[config.mk]
export PLATFORM = sky130hd
export DESIGN_NAME = fcmp_arbiter
export DESIGN_NICKNAME = d
export VERILOG_FILES = /design/src/rtl/fcmp_pkg.sv /design/src/rtl/fcmp_core.sv /design/src/rtl/fcmp_arbiter.sv
export SDC_FILE = /design/constraint.sdc
export NUM_CORES = 1
export LEC_CHECK = 0
export CAP_MARGIN = 10
export CORE_ASPECT_RATIO = 0.8
export CORE_MARGIN = 4
export CORE_UTILIZATION = 54
export DETAILED_ROUTE_END_ITERATION = 12
export PLACE_DENSITY = 0.87
export SLEW_MARGIN = 5
export SYNTH_ARGS = -nofsm -noshare
export SYNTH_HDL_FRONTEND = slang
export SYNTH_HIERARCHICAL = 1
export SYNTH_SLANG_ARGS = --single-unit
[constraint.sdc]
create_clock -name clk -period 8.5 [get_ports clk]
set_input_delay 2.125 -clock clk [delete_from_list [all_inputs] [get_ports clk]]
set_output_delay 2.125 -clock clk [all_outputs]
set_load 0.005 [all_outputs]
[src/rtl/fcmp_pkg.sv]
// Shared types and constants for the arbitrated single-precision compare unit.
package fcmp_pkg;

  typedef enum logic [2:0] {
    FEQ  = 3'd0,
    FLT  = 3'd1,
    FLE  = 3'd2,
    FMIN = 3'd3,
    FMAX = 3'd4
  } fcmp_op_e;

  typedef enum logic [1:0] {
    StIdle,
    StCalc,
    StResp
  } fcmp_state_e;

  localparam logic [31:0] FCMP_TRUE  = 32'h1;
  localparam logic [31:0] FCMP_FALSE = 32'h0;

endpackage

[src/rtl/fcmp_core.sv]
// Combinational sign-magnitude compare / min / max on IEEE-754 single bit patterns.
module fcmp_core
  import fcmp_pkg::*;
(
  input  logic [2:0]  op,
  input  logic [31:0] x1,
  input  logic [31:0] x2,
  output logic [31:0] result
);

  logic eq;
  logic lt;

  always_comb begin
    eq = (x1 == x2);
    // -0 sorts below +0; no NaN or denormal handling
    unique case ({x1[31], x2[31]})
      2'b10:   lt = 1'b1;
      2'b01:   lt = 1'b0;
      2'b00:   lt = (x1[30:0] < x2[30:0]);
      default: lt = (x2[30:0] < x1[30:0]);
    endcase
  end

  always_comb begin
    result = FCMP_FALSE;
    case (op)
      FEQ:     result = eq ? FCMP_TRUE : FCMP_FALSE;
      FLT:     result = lt ? FCMP_TRUE : FCMP_FALSE;
      FLE:     result = (lt || eq) ? FCMP_TRUE : FCMP_FALSE;
      FMIN:    result = lt ? x1 : x2;
      FMAX:    result = lt ? x2 : x1;
      default: result = FCMP_FALSE;
    endcase
  end

endmodule

[src/rtl/fcmp_arbiter.sv]
// Round-robin arbiter sharing one registered compare datapath between NREQ requesters.
module fcmp_arbiter
  import fcmp_pkg::*;
#(
  parameter int unsigned NREQ = 2,
  parameter int unsigned IDW  = (NREQ > 1) ? $clog2(NREQ) : 1
) (
  input  logic                 clk,
  input  logic                 rst,
  input  logic [NREQ-1:0]      req_valid,
  output logic [NREQ-1:0]      req_ready,
  input  logic [NREQ*3-1:0]    req_op,
  input  logic [NREQ*32-1:0]   req_x1,
  input  logic [NREQ*32-1:0]   req_x2,
  output logic                 rsp_valid,
  input  logic                 rsp_ready,
  output logic [IDW-1:0]       rsp_id,
  output logic [31:0]          rsp_data,
  output logic                 busy
);

  fcmp_state_e state_q, state_d;

  logic [IDW-1:0] last_g_q;
  logic [2:0]     op_q;
  logic [31:0]    x1_q, x2_q;
  logic [IDW-1:0] id_q;
  logic [31:0]    rsp_data_q;
  logic [IDW-1:0] rsp_id_q;

  logic             any_valid;
  logic             grant_en;
  logic [IDW-1:0]   grant_idx;
  logic [IDW:0]     start, off, sum;
  logic [2*NREQ-1:0] dbl;
  logic [NREQ-1:0]  rot;
  logic [2:0]       sel_op;
  logic [31:0]      sel_x1, sel_x2;
  logic [31:0]      core_result;

  assign any_valid = |req_valid;
  assign grant_en  = (state_q == StIdle) && any_valid;

  // Rotate the valid vector so the search always starts at bit 0, then map back.
  always_comb begin
    start = (IDW+1)'(last_g_q) + (IDW+1)'(1);
    dbl   = {req_valid, req_valid};
    rot   = NREQ'(dbl >> start);
    off   = '0;
    for (int i = NREQ - 1; i >= 0; i--) begin
      if (rot[i]) off = (IDW+1)'(i);
    end
    sum = start + off;
    if (sum >= (IDW+1)'(NREQ)) sum = sum - (IDW+1)'(NREQ);
    grant_idx = sum[IDW-1:0];
  end

  always_comb begin
    sel_op = '0;
    sel_x1 = '0;
    sel_x2 = '0;
    for (int i = 0; i < NREQ; i++) begin
      if (grant_idx == IDW'(i)) begin
        sel_op = req_op[3*i +: 3];
        sel_x1 = req_x1[32*i +: 32];
        sel_x2 = req_x2[32*i +: 32];
      end
    end
  end

  // Gated by rst so no accept is signalled while reset is held.
  always_comb begin
    req_ready = '0;
    for (int i = 0; i < NREQ; i++) begin
      req_ready[i] = grant_en && !rst && (grant_idx == IDW'(i));
    end
  end

  always_comb begin
    state_d = state_q;
    unique case (state_q)
      StIdle:  if (any_valid) state_d = StCalc;
      StCalc:  state_d = StResp;
      StResp:  if (rsp_ready) state_d = StIdle;
      default: state_d = StIdle;
    endcase
  end

  fcmp_core u_core (
    .op     (op_q),
    .x1     (x1_q),
    .x2     (x2_q),
    .result (core_result)
  );

  always_ff @(posedge clk or posedge rst) begin
    if (rst) begin
      state_q    <= StIdle;
      last_g_q   <= IDW'(NREQ - 1);
      op_q       <= '0;
      x1_q       <= '0;
      x2_q       <= '0;
      id_q       <= '0;
      rsp_data_q <= '0;
      rsp_id_q   <= '0;
    end else begin
      state_q <= state_d;
      if (grant_en) begin
        last_g_q <= grant_idx;
        op_q     <= sel_op;
        x1_q     <= sel_x1;
        x2_q     <= sel_x2;
        id_q     <= grant_idx;
      end
      if (state_q == StCalc) begin
        rsp_data_q <= core_result;
        rsp_id_q   <= id_q;
      end
    end
  end

  assign rsp_valid = (state_q == StResp);
  assign rsp_data  = rsp_data_q;
  assign rsp_id    = rsp_id_q;
  assign busy      = (state_q != StIdle);

endmodule

==> summary.md <==
| Metric | Value |
|---|---|
| Status | completed |
| Initial Util | roughly 55% |
| Hold path depth | 1 |
| CP max-delay cell | clkdlybuf4s50_1 |
| Cts bufs inserted | 9 |
| Worst R2R End | rsp_data[16]$_DFFE_PP0N_ |
| Period utilization | between 70 and 80% |
| Register bit total from synthesis | approximately 100 |
| ANT cells | 0 |
| Synthesized Nets | 842 |
| Leakage | between 3 and 4 nW |
| Initial drt markers | a little under 1000 |
| Number of global-route vias before repair | about 6000 |
| Die area | between 0.01 and 0.015 mm² |
| HP Class | reg -> reg |
| Top-area cell type share of the netlist area | approximately two fifths |
| Synth Area in Compound Gates | between 20 and 30% |
| Crit-path max FO | 68 |
| Root Driver | clkbuf_16 |
| Post-Synth XOR/XNOR Area | less than 1% |
| Setup CP Type | in -> out |
| Period minus WS final | 6.550 ns |
| DPL Wire Length | between 10000 and 15000 µm |
| Crit. End Element | primary output |
| Slew headroom | 22.61% |
| Worst R2R Setup Slack | about 4.5 ns |
| Final worst slack | 1.950 ns |
| Io pins | ~180 |
| Initial antenna violation count | 0 |
| Adder-cell share of the synthesized area | under 10% |
| Clk pin slew, worst setup/hold paths | 0.07 ns |
| Hold Path Sink | rsp_data[14]$_DFFE_PP0N_ |
| Drt drc | 0 |
| Core area | between 0.01 and 0.015 mm² |
| Total GRT Usage | roughly 28% |
| Slew of the pin with the lowest slew margin | roughly 1.1 ns |
| First-pass GRT wire length | ~32000 µm |
| Worst-case reg-to-reg path depth | 11 |
| Synth top area cells | dfrtp_1 38%, o2111ai_1 17%, mux2_4 6.7% |
| Setup Buffers After CTS | 0 |
| Clock Tree Buf Depth | 2 |
| Synth Area per Inst | approximately 10 µm² |
| Crit start category | primary input |
| Unrepaired setup endpoints after global routing | false |
| PortBufs | about 180 |
| CTS sink cnt | ~100 |
| CTS H-tree lvls | 3 |
| Largest family of logic cells by synthesized area | compound AO/OA/AOI/OAI gates |
| CTS tree | yes |
| Maxcap violations | 0 |
| Top cell type by total area after synthesis | dfrtp_1 |
| CTS hold repair buffers | 0 |
| Simple-gate share of the synthesized area | under 10% |
| Layout cell share with drive strength beyond 1 | between 8 and 9% |
| Cells after synthesis | 669 |
| Final hold viol count | 0 |
| P&R area growth vs syn | 27.70% |
| GRT Residual Overflow | 0 |
| FF-to-FF Start | x1_q[29]$_DFFE_PP0P_ |
| Worst vdd ir | about 350 µV |
| Vias per cell | just under 7 |
| Wire per inst | around 22 µm |
| CP peak stage delay | between 0.5 and 0.6 ns |
| RD Place Congestion | roughly 0.89 |
| Netlist cell types | between 40 and 50 |
| PD cells | roughly 340 mW/mm² |
| Via count | about 6400 |
| Synth Warn # | 6 |
| Clk_skew | 0.008504 ns |
| Slew Limit Fails | 0 |
| Row count | 36 |
| Largest net degree at the start of global routing | between 90 and 100 |
| Setup-failing EPs final | 0 |
| Post_cts resized | 0 |
| Routed WL | between 20000 and 25000 µm |
| Routed Antenna Nets | 0 |
| Placed insts | 940 |
| Pre-antenna DRT Iters | 5 |
| Critical path, cell by cell | buf_2, buf_4, inv_4, a2111oi_2, clkdlybuf4s50_1 |
| Arrival time of the worst setup path | about 4.4 ns |
| Clk Latency, worst-skew pair | 0.35 ns |
| Overall die height | between 100 and 150 µm |
| CP required | between 6 and 7 ns |
| Dpl ws | approximately 2 ns |
| Post-synthesis mux area share | around 8% |
| Post-synthesis sequential area ratio | between 30% and 40% |
| Synthesized cell area | between 0.006 and 0.007 mm² |
| Hold path startpoint | rsp_data[14]$_DFFE_PP0N_ |
| F_max | roughly 150 MHz |
| NumNets Final | ~950 |
| Die W | between 100 and 150 µm |
| Setup TNS | 0 ns |
| Post-Layout Cell Count | around 960 |
==> worst max-delay path by stage <==
stage	to	slack, ns	from
after floorplan	req_ready[1]	3.56	req_valid[0]
after global placement	req_ready[0]	2.07	req_valid[0]
after detailed placement	req_ready[0]	2.01	req_valid[0]
after CTS	req_ready[0]	2.01	req_valid[0]
after global routing	req_ready[0]	1.82	req_valid[0]
final	req_ready[0]	1.95	req_valid[0]
==> cell usage after synthesis, drive strengths merged <==
master and n:
a2111oi 2, a211oi 2, a21o 3, a21oi 12, a221o 1, a221oi 1
a22o 30, a31oi 4, buf 46, clkbuf 38, dfrtp 103, dfstp 1
ha 34, inv 39, mux2 34, mux2i 3, nand2 8, nand2b 4
nand3 73, nand3b 3, nand4 5, nor2 10, nor3 1, nor4 1
o2111ai 134, o21ai 71, o31ai 3, or3 1, or4 1, xnor2 1
==> final cells by class <==
type	count	area, µm²
clock buffer	12	256.5
clock inverter	3	65.06
fill	880	3567
inverter	39	156.4
multi-input combinational	442	3535
sequential	104	2604
tap	171	214.0
timing repair buffer	184	1809
==> per-layer routing <==
metal	track usage [%]	routed length [µm]	vias up
met2	43.88	9321	423
met4	5.066	252	0
li1	-	-	2889
met3	5.860	2109	29
met1	40.36	9024	3107
met5	0	0	-
==> cell usage in the layout, fill, tap and decap left out, drive strengths merged, types with 3 or more instances in the layout <==
| cell type | n |
|---|---|
| a21o | 3 |
| a21oi | 12 |
| a22o | 30 |
| a31oi | 4 |
| buf | 11 |
| clkbuf | 12 |
| clkdlybuf4s50 | 173 |
| dfrtp | 103 |
| ha | 34 |
| inv | 39 |
| mux2 | 34 |
| mux2i | 3 |
| nand2 | 8 |
| nand2b | 4 |
| nand3 | 73 |
| nand3b | 3 |
| nand4 | 5 |
| nor2 | 10 |
| o2111ai | 134 |
| o21ai | 71 |
| o31ai | 3 |
==> stage by stage <==
step / power (W) / util, % / hold slack (ns) / area [µm²]
2_1_floorplan: 0.002006 / - / 0.4795 / 6765
3_3_place_gp: 0.002346 / 68.14 / 0.4727 / 8318
3_5_place_dp: 0.002422 / 68.14 / 0.4850 / 8318
4_1_cts: 0.002889 / 70.78 / 0.5028 / 8640
5_1_grt: 0.003099 / 70.78 / 0.5138 / 8640
6_report: 0.002915 / 70.78 / 0.5060 / 8640
==> report_power, final <==
| part | internal (W) | total (W) | leakage, nW | switching [W] |
|---|---|---|---|---|
| combinational | 0.000677 | 0.00156 | 2.12 | 0.000885 |
| clock | 0.000272 | 0.000452 | 0.159 | 0.000180 |
| sequential | 0.000716 | 0.000901 | 1.32 | 0.000185 |
==> flip-flops by register name, summed over array words and instances, names as in the netlist <==
| name | flops |
|---|---|
| rsp_data | 32 |
| x1_q | 32 |
| x2_q | 32 |
| op_q | 3 |
| state_q | 2 |
| id_q | 1 |
| last_g_q | 1 |
| rsp_id | 1 |
==> critical path, delay by kind of cell <==
kind / cells / cell delay, ns
buffers and inverters: 4 / 1.94
AOI/OAI and AO/OA: 1 / 0.30
==> logic make-up (layout without fill, tap and decap cells) <==
kind of cell,after synthesis,after routing
flip-flops,104,104
multiplexers,37,37
AND/OR/NAND/NOR,107,107
buffers and inverters,123,238
AO/OA/AOI/OAI,263,263
adder cells (fa/ha/maj),34,34
XOR/XNOR,1,1
Note: power is estimated with default switching activity, not from simulation.
